[config.mk]
export PLATFORM = sky130hd
export DESIGN_NAME = i2s_tx
export DESIGN_NICKNAME = d
export VERILOG_FILES = /design/src/rtl/audio_pkg.sv /design/src/rtl/i2s_clkgen.sv /design/src/rtl/i2s_tx.sv
export SDC_FILE = /design/constraint.sdc
export NUM_CORES = 1
export LEC_CHECK = 0
export CORE_UTILIZATION = 60
export CTS_BUF_LIST = sky130_fd_sc_hd__clkbuf_4 sky130_fd_sc_hd__clkbuf_8
export CTS_CLUSTER_DIAMETER = 50
export DETAILED_ROUTE_END_ITERATION = 7
export PLACE_DENSITY_LB_ADDON = 0.3
export SLEW_MARGIN = 10
export SYNTH_ARGS = -nofsm -noshare
export SYNTH_HDL_FRONTEND = slang
export SYNTH_SLANG_ARGS = --single-unit
[constraint.sdc]
create_clock -name clk -period 2.9 [get_ports clk]
set_input_delay 0.435 -clock clk [delete_from_list [all_inputs] [get_ports clk]]
set_output_delay 0.435 -clock clk [all_outputs]
set_load 0.05 [all_outputs]
[src/rtl/audio_pkg.sv]
// Audio types and constants shared between the delay stage and the I2S transmitter.
package audio_pkg;
    localparam int SAMPLE_W    = 16;
    localparam int FRAME_SLOTS = 2 * SAMPLE_W;

    typedef logic signed [SAMPLE_W-1:0] sample_t;
endpackage

[src/rtl/i2s_clkgen.sv]
// I2S timing: clk divider, bclk, slot counter and lrclk, plus strobes marking
// the clk edge on which bclk falls and the falling edge that enters slot 1.
module i2s_clkgen
    import audio_pkg::*;
#(
    parameter int CLK_DIV  = 16,
    parameter int SAMPLE_W = audio_pkg::SAMPLE_W
) (
    input  logic clk,
    input  logic rst,
    output logic bclk,
    output logic lrclk,
    output logic fall_strobe,
    output logic load_strobe
);
    localparam int SLOTS  = 2 * SAMPLE_W;
    localparam int DIV_W  = $clog2(CLK_DIV);
    localparam int SLOT_W = $clog2(SLOTS);

    logic [DIV_W-1:0]  div;
    logic [SLOT_W-1:0] slot;
    logic [SLOT_W-1:0] slot_nxt;
    logic              tc;

    assign tc          = (div == DIV_W'(CLK_DIV - 1));
    // Strobes are combinational so the top's registers update on the same
    // clk edge that drives bclk low.
    assign fall_strobe = tc & bclk;
    assign load_strobe = fall_strobe & (slot == '0);
    assign slot_nxt    = (slot == SLOT_W'(SLOTS - 1)) ? '0 : slot + 1'b1;

    always_ff @(posedge clk) begin
        if (rst) begin
            div   <= '0;
            bclk  <= 1'b0;
            slot  <= '0;
            lrclk <= 1'b0;
        end else begin
            div <= tc ? '0 : div + 1'b1;
            if (tc)
                bclk <= ~bclk;
            if (fall_strobe) begin
                slot  <= slot_nxt;
                lrclk <= (slot_nxt >= SLOT_W'(SAMPLE_W));
            end
        end
    end
endmodule

[src/rtl/i2s_tx.sv]
// I2S transmitter: one-entry pair buffer, valid/ready handshake, frame shift
// register and underflow handling. Define I2S_TX_UNDERFLOW_HOLD_EN to repeat
// the last pair on underflow instead of sending zeros.
module i2s_tx
    import audio_pkg::*;
#(
    parameter int CLK_DIV  = 16,
    parameter int SAMPLE_W = audio_pkg::SAMPLE_W
) (
    input  logic                       clk,
    input  logic                       rst,
    input  logic signed [SAMPLE_W-1:0] left_in,
    input  logic signed [SAMPLE_W-1:0] right_in,
    input  logic                       in_valid,
    output logic                       in_ready,
    output logic                       bclk,
    output logic                       lrclk,
    output logic                       sdata,
    output logic                       underflow
);
    localparam int SLOTS = 2 * SAMPLE_W;

    logic             fall_strobe;
    logic             load_strobe;
    logic             accept;
    logic             buf_full;
    logic             buf_full_nxt;
    logic [SLOTS-1:0] buf_q;
    logic [SLOTS-1:0] shreg;
    logic [SLOTS-1:0] load_word;
`ifdef I2S_TX_UNDERFLOW_HOLD_EN
    logic [SLOTS-1:0] last_q;
`endif

    i2s_clkgen #(
        .CLK_DIV  (CLK_DIV),
        .SAMPLE_W (SAMPLE_W)
    ) u_clkgen (
        .clk         (clk),
        .rst         (rst),
        .bclk        (bclk),
        .lrclk       (lrclk),
        .fall_strobe (fall_strobe),
        .load_strobe (load_strobe)
    );

    assign accept = in_valid & in_ready;

    // Load consults buf_full as it stands this cycle, so a pair accepted on
    // the load edge waits for the next frame.
    always_comb begin
        buf_full_nxt = buf_full;
        if (load_strobe && buf_full)
            buf_full_nxt = 1'b0;
        if (accept)
            buf_full_nxt = 1'b1;
    end

    always_comb begin
`ifdef I2S_TX_UNDERFLOW_HOLD_EN
        load_word = buf_full ? buf_q : last_q;
`else
        load_word = buf_full ? buf_q : '0;
`endif
    end

    always_ff @(posedge clk) begin
        if (rst) begin
            in_ready  <= 1'b0;
            buf_full  <= 1'b0;
            buf_q     <= '0;
            shreg     <= '0;
            sdata     <= 1'b0;
            underflow <= 1'b0;
`ifdef I2S_TX_UNDERFLOW_HOLD_EN
            last_q    <= '0;
`endif
        end else begin
            in_ready  <= ~buf_full_nxt;
            buf_full  <= buf_full_nxt;
            underflow <= load_strobe & ~buf_full;
            if (accept)
                buf_q <= {left_in, right_in};
            if (load_strobe) begin
                sdata <= load_word[SLOTS-1];
                shreg <= load_word << 1;
`ifdef I2S_TX_UNDERFLOW_HOLD_EN
                if (buf_full)
                    last_q <= buf_q;
`endif
            end else if (fall_strobe) begin
                sdata <= shreg[SLOTS-1];
                shreg <= shreg << 1;
            end
        end
    end
endmodule
==> impl_metrics.csv <==
group,metric,value,unit
run_status,status,"finished, final reports clean",
yosys,synth_area_per_cell,9.38,µm²
floorplanning,core_area,5140,µm²
sta,relSlewSlack,32.1,%
sta,fin_skew,0.00914,ns
yosys,synthCells,342,
clocking,path_clk_slew,0.07,ns
yosys,ys_ff_latch,77,
critical_path,worstPathRequired,3.16,ns
global_routing,grt_pass1_vias,2303,
floorplanning,dieArea,5640,µm²
detailed_routing,first_iter_violations,109,
sta,slew_violations,0,
power_and_ir_drop,p_comb_share,7.3,%
clocking,cts_resized,0,
critical_path,critPathCaptureType,"register",
global_routing,grt_use_total,25.1,%
clocking,clk_latency,0.35,ns
power_and_ir_drop,pwr-share-clk,35.3,%
critical_path,crit_start,"u_clkgen.div[0]",
sta,fin_ws,0.834,ns
yosys,syn-num-nets,381,
sta,fin_tns_setup,0,ns
yosys,async_flop_share,0,%
run,drv_cap,0,
power_and_ir_drop,power.density,513,nW/µm²
global_routing,antenna_found_initial,0,
clocking,cts_buffer_depth,2,
layout,antennaDiodeCount,0,
detailed_routing,drtAntennaViolNets,0,
critical_path,arrival,2.32,ns
clocking,cts_buffers,9,
power_and_ir_drop,p_leak,1.53,nW
clocking,root_buffer,"clkbuf_8",
global_routing,grt_max_degree,46,
layout,nNetsFinal,411,
clocking,h-tree-depth,3,
layout,drive_above_1_share,7.20,%
critical_path,cp_max_fo,17,
yosys,yosys-top-cells-area,"dfxtp_1 (48%), mux2i_1 (9.7%), o2bb2ai_1 (8.5%)",
sta,hold_viol,0,
detailed_routing,routed-via-count,2481,
detailed_routing,vias_per_cell,5.58,
clocking,cts_tree,"done",
yosys,synth-compound-area-share,16.3,%
clocking,clock-sinks,77,
sta,whs,0.450,ns
global_routing,grt_pass1_wl,10.5,mm
sta,rsz0062_at_grt,"no",
yosys,ys_warn_count,0,
yosys,synth_area,3210,µm²
layout,layout_commonest_cell,"dfxtp_1",
floorplanning,die_y,75.1,µm
floorplanning,ios,40,
sta,min_period,2.07,ns
placed_design,placed_area,3600,µm²
power_and_ir_drop,power.share.sequential,57.4,%
yosys,synth_top_area_share,48.1,%
critical_path,criticalPathCategory,"reg -> reg",
min_path,worstHoldPathType,"reg -> reg",
critical_path,ff2ff_setup_slack,0.83,ns
clocking,postCtsSetupBuffers,0,
yosys,synth_xor_area_share,0.546,%
placed_design,dp_worst_setup_slack,0.840,ns
power_and_ir_drop,p_int,0.00147,W
placed_design,portBuffers,39,
layout,final_area,3750,µm²
sta,period_share,71.2,%
yosys,synth-simple-area-share,19.2,%
power_and_ir_drop,p_sw,0.000455,W
placed_design,gp_congestion,0.780,
layout,layout_common_cells,"dfxtp_1 (77), nand2_1 (71), clkdlybuf4s50_1 (39)",
detailed_routing,routed_wl,6.32,mm
global_routing,grt_overflow_total,0,
sta,tightest_slew,1.02,ns
floorplanning,rows,26,
yosys,synth_top_family_by_area,"simple AND/OR/NAND/NOR gates",
power_and_ir_drop,switching_share,23.6,%
power_and_ir_drop,vdd_ir_drop_max,0.353,mV
power_and_ir_drop,fin_total_pwr,0.00193,W
layout,fill_cells,429,
critical_path,timing.rr.end,"shreg[16]",
sta,finalSetupViolCount,0,
yosys,yosysUniqueCellTypes,35,
floorplanning,start_util,62.4,%
detailed_routing,drt_pre_antenna_iters,5,
critical_path,critPathCapture,"shreg[16]",
placed_design,dp_hpwl,3.87,mm
critical_path,cp-start-kind,"register",
critical_path,timing.rr.start,"u_clkgen.div[0]",
clocking,cts_hold_buffers,0,
detailed_routing,route.detailed.drc,0,
layout,area_delta_synth_final,17.1,%
yosys,synth_flop_cell,"dfxtp_1",
critical_path,reg2reg_depth,5,
yosys,yosys.area.top_type,"dfxtp_1",
yosys,synthAdderAreaFrac,1.56,%
floorplanning,die_width,75.1,µm
sta,max_freq,484,MHz
detailed_routing,wl_per_cell,14.2,µm
yosys,ys_seq_area_share,48.1,%
yosys,synth_edf_count,0,
yosys,post_synth_mux_area_share,9.68,%
final cells by class:
type	instances	area, µm²	area share [%]
sequential	77	1540	41.1
multi-input combinational	237	1530	40.7
timing repair buffer	45	435	11.6
clock buffer	11	139	3.70
tap	70	87.6	2.33
clock inverter	3	15.0	0.400
inverter	2	7.51	0.200
power groups by stage:
stage	logic, W	registers, W	clock network (W)
floorplan	0.0000748	0.00112	0
global placement	0.000138	0.00113	0
detailed placement	0.000142	0.00113	0
CTS	0.000143	0.00111	0.000692
global route	0.000158	0.00111	0.000736
finish	0.000141	0.00111	0.000679
Yosys cell counts (all sizes together) (4+ instances only):
master	instances
ha	4
buf	14
a21oi	38
nand2	71
and2	32
nor2	5
clkbuf	12
mux2i	31
o2bb2ai	31
dfxtp	77
flip-flops by register name, indices dropped and copies added (netlist names):
register       count
u_clkgen.div       4
in_ready           1
buf_full           1
u_clkgen.bclk      1
shreg             31
sdata              1
u_clkgen.slot      5
underflow          1
buf_q             32
cells by family (layout without fill, tap and decap cells):
group	count (synthesis)	after routing
buffers and inverters	28	61
adders and majority gates	4	4
and+or+nand+nor	123	123
muxes	31	31
AOI/OAI and AO/OA	77	77
xor gates and xnor gates	2	2
DFF	77	77
through the flow:
step | util, % | instances
global route | 73.0 | 445
floorplan | - | 342
detailed placement | 70.0 | 431
global placement | 70.0 | 431
CTS | 73.0 | 445
finish | 73.0 | 445
worst max-delay path: stages, from the launching register on:
cell and delay, ns:
dfxtp_1 0.35, ha_1 0.29, and4_1 0.33, nor2_2 0.52
buf_4 0.34, o2bb2ai_1 0.15
per-layer routing:
| metal | wire (µm) | GRT usage [%] | up-vias |
|---|---|---|---|
| li1 | - | - | 1241 |
| met1 | 2850 | 30.0 | 1171 |
| met2 | 3120 | 42.0 | 60 |
| met3 | 269 | 8.43 | 9 |
| met4 | 80 | 9.22 | 0 |
| met5 | 0 | 0 | - |
how the worst min path moves through the flow:
stage	from	to	depth (start not counted)
6_report	buf_q[13]	buf_q[13]	2
5_1_grt	buf_q[21]	buf_q[21]	2
4_1_cts	buf_q[13]	buf_q[13]	2
3_5_place_dp	buf_q[8]	buf_q[8]	2
3_3_place_gp	buf_q[7]	buf_q[7]	2
2_1_floorplan	shreg[1]	shreg[1]	2
Power figures use the tool's default switching activity.
